<file path="src/rtl/mips_pkg.sv">
// Shared MIPS pipeline definitions: immediate-select codes, ALU op encodings
// and the packed control bundle carried down the pipeline.
package mips_pkg;

    localparam int ALU_OP_W = 4;

    localparam logic [1:0] IMM_SEXT = 2'b00;
    localparam logic [1:0] IMM_ZEXT = 2'b01;
    localparam logic [1:0] IMM_LUI  = 2'b10;

    localparam logic [ALU_OP_W-1:0] ALU_AND = 4'h0;
    localparam logic [ALU_OP_W-1:0] ALU_OR  = 4'h1;
    localparam logic [ALU_OP_W-1:0] ALU_ADD = 4'h2;
    localparam logic [ALU_OP_W-1:0] ALU_XOR = 4'h3;
    localparam logic [ALU_OP_W-1:0] ALU_NOR = 4'h4;
    localparam logic [ALU_OP_W-1:0] ALU_SUB = 4'h6;
    localparam logic [ALU_OP_W-1:0] ALU_SLT = 4'h7;
    localparam logic [ALU_OP_W-1:0] ALU_LUI = 4'h8;

    typedef struct packed {
        logic [ALU_OP_W-1:0] alu_op;
        logic                alu_src;
        logic                reg_write;
        logic                mem_read;
        logic                mem_write;
        logic                mem_to_reg;
    } ctrl_t;

endpackage

</file>
<file path="src/rtl/imm_select.sv">
// Combinational immediate selector (sext / zext / lui); shared with the
// forwarding and branch logic, so it stays free of any state.
module imm_select
    import mips_pkg::*;
#(
    parameter int DATA_W = 32
) (
    input  logic [DATA_W-1:0] imm_zext,
    input  logic [DATA_W-1:0] imm_sext,
    input  logic [1:0]        imm_sel,
    output logic [DATA_W-1:0] imm
);

    always_comb begin
        imm = imm_sext;
        case (imm_sel)
            IMM_ZEXT: imm = imm_zext;
            IMM_LUI:  imm = {imm_zext[15:0], {(DATA_W-16){1'b0}}};
            // reserved encoding 2'b11 falls back to the sign-extended form
            default:  imm = imm_sext;
        endcase
    end

endmodule

</file>
<file path="src/rtl/id_ex_reg.sv">
// ID/EX pipeline register with stall (hold), flush (bubble) and valid bit.
// Optional stall/bubble performance counters under ID_EX_PERF_CNT_EN.
module id_ex_reg
    import mips_pkg::*;
#(
    parameter int DATA_W  = 32,
    parameter int REG_AW  = 5,
    parameter int ALUOP_W = 4
) (
    input  logic               clk,
    input  logic               rst_n,
    input  logic               id_valid,
    input  logic               stall,
    input  logic               flush,
    input  logic [DATA_W-1:0]  id_pc4,
    input  logic [DATA_W-1:0]  id_rs_data,
    input  logic [DATA_W-1:0]  id_rt_data,
    input  logic [DATA_W-1:0]  id_imm_zext,
    input  logic [DATA_W-1:0]  id_imm_sext,
    input  logic [1:0]         id_imm_sel,
    input  logic [REG_AW-1:0]  id_rs_addr,
    input  logic [REG_AW-1:0]  id_rt_addr,
    input  logic [REG_AW-1:0]  id_rd_addr,
    input  logic [ALUOP_W-1:0] id_alu_op,
    input  logic               id_alu_src,
    input  logic               id_reg_dst,
    input  logic               id_reg_write,
    input  logic               id_mem_read,
    input  logic               id_mem_write,
    input  logic               id_mem_to_reg,
`ifdef ID_EX_PERF_CNT_EN
    output logic [31:0]        perf_stall_cnt,
    output logic [31:0]        perf_bubble_cnt,
`endif
    output logic               ex_valid,
    output logic [DATA_W-1:0]  ex_pc4,
    output logic [DATA_W-1:0]  ex_rs_data,
    output logic [DATA_W-1:0]  ex_rt_data,
    output logic [DATA_W-1:0]  ex_imm,
    output logic [REG_AW-1:0]  ex_rs_addr,
    output logic [REG_AW-1:0]  ex_rt_addr,
    output logic [REG_AW-1:0]  ex_wr_addr,
    output logic [ALUOP_W-1:0] ex_alu_op,
    output logic               ex_alu_src,
    output logic               ex_reg_write,
    output logic               ex_mem_read,
    output logic               ex_mem_write,
    output logic               ex_mem_to_reg
);

    ctrl_t             ctrl_d, ctrl_q;
    logic [DATA_W-1:0] imm_d;
    logic [REG_AW-1:0] wr_addr_d;

    imm_select #(.DATA_W(DATA_W)) u_imm_select (
        .imm_zext (id_imm_zext),
        .imm_sext (id_imm_sext),
        .imm_sel  (id_imm_sel),
        .imm      (imm_d)
    );

    assign wr_addr_d = id_reg_dst ? id_rd_addr : id_rt_addr;

    // An invalid decode slot must never carry live control into EX.
    always_comb begin
        ctrl_d = '0;
        if (id_valid) begin
            ctrl_d.alu_op     = ALU_OP_W'(id_alu_op);
            ctrl_d.alu_src    = id_alu_src;
            ctrl_d.reg_write  = id_reg_write;
            ctrl_d.mem_read   = id_mem_read;
            ctrl_d.mem_write  = id_mem_write;
            ctrl_d.mem_to_reg = id_mem_to_reg;
        end
    end

    always_ff @(posedge clk) begin
        if (!rst_n || flush) begin
            ex_valid   <= 1'b0;
            ctrl_q     <= '0;
            ex_pc4     <= '0;
            ex_rs_data <= '0;
            ex_rt_data <= '0;
            ex_imm     <= '0;
            ex_rs_addr <= '0;
            ex_rt_addr <= '0;
            ex_wr_addr <= '0;
        end else if (!stall) begin
            ex_valid   <= id_valid;
            ctrl_q     <= ctrl_d;
            ex_pc4     <= id_pc4;
            ex_rs_data <= id_rs_data;
            ex_rt_data <= id_rt_data;
            ex_imm     <= imm_d;
            ex_rs_addr <= id_rs_addr;
            ex_rt_addr <= id_rt_addr;
            ex_wr_addr <= wr_addr_d;
        end
    end

    assign ex_alu_op     = ALUOP_W'(ctrl_q.alu_op);
    assign ex_alu_src    = ctrl_q.alu_src;
    assign ex_reg_write  = ctrl_q.reg_write;
    assign ex_mem_read   = ctrl_q.mem_read;
    assign ex_mem_write  = ctrl_q.mem_write;
    assign ex_mem_to_reg = ctrl_q.mem_to_reg;

`ifdef ID_EX_PERF_CNT_EN
    // Saturating counters; a flush edge counts as a bubble even if stall is high.
    always_ff @(posedge clk) begin
        if (!rst_n) begin
            perf_stall_cnt  <= '0;
            perf_bubble_cnt <= '0;
        end else if (flush) begin
            if (perf_bubble_cnt != 32'hFFFF_FFFF)
                perf_bubble_cnt <= perf_bubble_cnt + 32'd1;
        end else if (stall) begin
            if (perf_stall_cnt != 32'hFFFF_FFFF)
                perf_stall_cnt <= perf_stall_cnt + 32'd1;
        end
    end
`endif

endmodule

</file>
<file path="config.mk">
export PLATFORM = sky130hd
export DESIGN_NAME = id_ex_reg
export DESIGN_NICKNAME = d
export VERILOG_FILES = /design/src/rtl/mips_pkg.sv /design/src/rtl/imm_select.sv /design/src/rtl/id_ex_reg.sv
export SDC_FILE = /design/constraint.sdc
export NUM_CORES = 1
export LEC_CHECK = 0
export ABC_CLOCK_PERIOD_IN_PS = 3400
export BUFFER_PORTS_ARGS = -buffer_cell sky130_fd_sc_hd__buf_2
export CORE_AREA = 2 2 132 134
export DETAILED_ROUTE_END_ITERATION = 16
export DIE_AREA = 0 0 134 136
export MAX_ROUTING_LAYER = met4
export PLACE_DENSITY = 0.67
export SYNTH_ARGS = -nofsm -noshare
export SYNTH_HDL_FRONTEND = slang
export SYNTH_SLANG_ARGS = --single-unit
</file>
<file path="constraint.sdc">
create_clock -name clk -period 3.4 [get_ports clk]
set_input_delay 1.02 -clock clk [delete_from_list [all_inputs] [get_ports clk]]
set_output_delay 1.02 -clock clk [all_outputs]
set_load 0.02 [all_outputs]
</file>
[After elaboration in Yosys (flattened, before gate mapping)]
Cells that the tools add are included.
Cells by class
  multiplexer cells: 3
  reductions and logical operators: 2
  equality and inequality tests: 2
Operators by type and width (number)
  32-bit one-hot mux with 2 select lines: 1
  9-bit two-way mux: 1
  5-bit two-way mux: 1
  2-bit by 1-bit equality test with 1-bit output (second input constant): 1
  2-bit equality test (second input constant): 1
  1-bit zero test: 1
  1-bit logical OR: 1
Word-level totals
  input port bits: 192
  flip-flop bits (word level): 153
  output and inout bits: 153

[Depth between registers and ports, before layout]
  depth after elaboration: 2
  depth in mapped cells: 8
  depth with buffers taken out: 5

[Hierarchy]
From an unflattened synthesis, not the netlist that was laid out.
Unflattened totals
  cell total of the unflattened synthesis: 593
  area total of the unflattened synthesis: 6019.5 um^2
By module, submodules not included
  id_ex_reg: times used 1, area each 5495.3 um^2, cells an instance 512, sequential area each 3062.9 um^2
  imm_select: times used 1, area each 524.3 um^2, cells an instance 81, sequential area each 0.0 um^2

[Worst setup path before layout]
Ideal clock, no wire load.
  kind: input port to flip-flop
  start: input port id_imm_sel[0]
  end: register ex_imm[29]
  setup slack: 1.243 ns
  library setup time: 0.134 ns
  cell stages on the path: 6
  arrival: 2.023 ns
  cells stage by stage: inv_1 -> ha_1 -> buf_6 -> nor2_2 -> buf_6 -> a311oi_2
On the way
  longest elaborated chain between the ends: 2
  elaborated cells on any way between the ends: 3
RTL lines
  start: declaration: RTL line id_ex_reg.sv:20  | input logic [1:0] id_imm_sel,
  2-bit equality test / 2-bit by 1-bit equality test with 1-bit output (equally long branches): RTL line imm_select.sv:16  | case (imm_sel)
  32-bit one-hot mux with 2 select lines *: RTL line imm_select.sv:16
  end signal: assignment: RTL line id_ex_reg.sv:94  | ex_imm <= imm_d;
  end: declaration: RTL line id_ex_reg.sv:39  | output logic [DATA_W-1:0] ex_imm,
Every way passes the cells marked *; elsewhere a longest branch is shown, timed or not.
A chain may end at the register's enable or synchronous reset.

[Worst setup path after layout]
  start: input port id_imm_sel[0]
  end: register ex_imm[1]
The elaborated chain is that of the path after synthesis.

==> summary.md <==
| Metric | Value |
|---|---|
| Outcome | finished, final reports clean |
| CTS buffer count | 17 |
| Maximum vdd drop | 301.5 uV |
| RSZ-0062 raised after global routing | false |
| Largest net degree at the start of global routing | 85 |
| Initial antenna violation count | 0 |
| Synth cell types | 31 |
| Pwr dens | 526.6 mW/mm^2 |
| Syn Area/Cell | 10.30 sq um |
| Setup crit end kind | register |
| Warnings from Yosys | 0 |
| Post-synth net total | 768 |
| Rel. slew slack | 46.68% |
| TritonCTS clock tree | built |
| Total track usage | 17.82% |
| Fillers | 1622 |
| Final wirelength | 16890 um |
| Maximum fanout along the worst path | 16 |
| Die width | 134 um |
| Min-delay src | ex_wr_addr[4] |
| Die Area | 0.01822 sq mm |
| Min Tclk post-route | 2240 ps |
| Most frequent cells in the layout | 343 x buf_2, 153 x dfxtp_1, 132 x nor2_1 |
| Max Slew Vio Count | 0 |
| Layout cells sized above 1 | 45.16% |
| Pleak | 4.222 nW |
| Synthesized flop and latch total | 153 |
| R2R Path Start | ex_imm[22] |
| Syn Inst Count | 574 |
| Vias in the first global route | 4915 |
| CP Launch Type | input port |
| Clock Path Buffers | 2 |
| Max frequency | 446.5 MHz |
| Worst path buffer plus inverter count | 2 |
| Pin slew with the least headroom to its limit | 798.2 ps |
| Port Buffer Count | 344 |
| Post-route ant nets | 0 |
| Finish-stage setup viols | 0 |
| Pre-CTS setup slack | 765.6 ps |
| First-pass GRT wire length | 24940 um |
| Final Wtd Congestion | 0.8355 |
| Setup tns final | 0 ps |
| WS Path Type | in2reg |
| Post-synthesis sequential area ratio | 51.81% |
| Max-Cap Viols | 0 |
| Initial Utilization | 35.03% |
| HPWL after DPL | 12290 um |
| Critical path required time | 3730 ps |
| Post-CTS Setup Inserts | 0 |
| Setup ws final | 1160 ps |
| Worst path max stage delay | 530 ps |
| Worst clock skew | 0 ps |
| Crit path from | id_imm_sel[0] |
| I/O pin total | 345 |
| Clk_lat worst skew | 400 ps |
| Crit-path slowest cell | nor2b_4 |
| Register Area | 0.003063 sq mm |
| DRC viols | 0 |
| Hold bufs inserted after CTS | 0 |
| First-pass DRT Iterations | 4 |
| DR vias | 5336 |
| Via density | 4.701 |
| CTS resizes | 0 |
| Final Power | 4.377 mW |
| ANT cells | 0 |
| CP arrival | 2570 ps |
| CTS Sinks | 153 |
| CP delay by family, top | simple AND/OR/NAND/NOR gates |
| Hold Violations, Final | 0 |
| Rows | 48 |
| Final Util | 49.24% |
| Layout area overhead | 40.57% |
| CTS clk-pin slew, worst paths | 60 ps |
| DRT iter0 DRCs | 209 |
| Overflow after GRT | 0 |
| CTS root buf | clkbuf_16 |
| Routed wire per std cell | 14.88 um |
| Multi-input gate area | 0.002537 sq mm |
| CP cell instances | buf_2 > inv_1 > ha_1 > nor2b_4 > a221oi_1 > nor3_1 |
| Final worst path period share | 65.87% |
| Hold Path Class | reg2reg |
| Most common cell after layout, fill and taps aside | buf_2 |
| Core Region | 0.01688 sq mm |
| Syn Std Cell Area | 0.005912 sq mm |
| CTS HTree Levels | 4 |
| NumNets Final | 1091 |
| DIE HEIGHT | 136 um |
layer usage:
layer / vias to the layer above / wire length (um) / global-route usage, %
met1: 2451 / 7109 / 21.52
met4: 0 / 321 / 6.383
met3: 23 / 1241 / 4.959
met2: 238 / 8215 / 28.60
li1: 2624 / - / -
met5: - / 0 / -
area by class of cell:
class	count	share of cell area, %
sequential	153	36.86
multi-input combinational	371	30.53
timing repair buffer	351	21.88
clock buffer	19	5.209
tap	225	3.388
clock inverter	13	2.002
inverter	3	0.1355
synthesized netlist by cell type, drive strengths merged:
library cell | n | area share [%]
a221oi | 16 | 3.4
a221o | 1 | 0.17
a211oi | 1 | 0.21
nand2 | 39 | 2.5
mux2i | 106 | 18
a21oi | 7 | 0.59
nand3 | 1 | 0.085
inv | 3 | 0.19
ha | 2 | 0.42
a22oi | 10 | 1.3
nor3 | 16 | 1.4
a311oi | 14 | 3.0
nor2b | 2 | 0.34
mux2 | 5 | 0.95
nor2 | 133 | 8.5
buf | 40 | 4.7
o22ai | 15 | 1.6
dfxtp | 153 | 52
clkbuf | 7 | 0.47
nand2b | 3 | 0.44
cell families (layout without fill, tap and decap cells):
logic type / count (synthesis) / after routing / share of synthesized area [%]
mux: 111 / 111 / 18.90
fa+ha+maj: 2 / 2 / 0.4232
simple gates: 194 / 194 / 13.19
buf+inv: 50 / 386 / 5.397
flops: 153 / 153 / 51.81
compound gates: 64 / 64 / 10.29
worst register-to-register path, stage by stage, from the launching register on:
cell and delay (ps):
dfxtp_1 330, o22ai_1 100, a311oi_2 280
power breakdown:
part | leakage, nW | total [mW] | internal, mW | switching (mW)
registers | 1.25 | 1.89 | 1.86 | 0.0298
clock network | 0.290 | 1.93 | 1.16 | 0.762
logic | 2.68 | 0.564 | 0.245 | 0.320
stage by stage:
step	cell area, sq um	hold slack, ps	cells
after global placement	7711	448.7	1103
after global routing	8310	483.9	1135
after detailed placement	7711	455.0	1103
after floorplan	5912	536.8	574
after CTS	8310	465.1	1135
final	8310	464.9	1135
path summary, 6_finish.rpt:
| kind | to | slack, ps | cells past startpoint |
|---|---|---|---|
| worst max-delay path | ex_imm[1] | 1160 | 6 |
| worst min-delay path | ex_wr_addr[4] | 460 | 2 |
| worst max register to register | ex_imm[22] | 2600 | 2 |
| worst min register to register | ex_wr_addr[4] | 460 | 2 |
No activity file was read; power rests on OpenSTA's default activity.
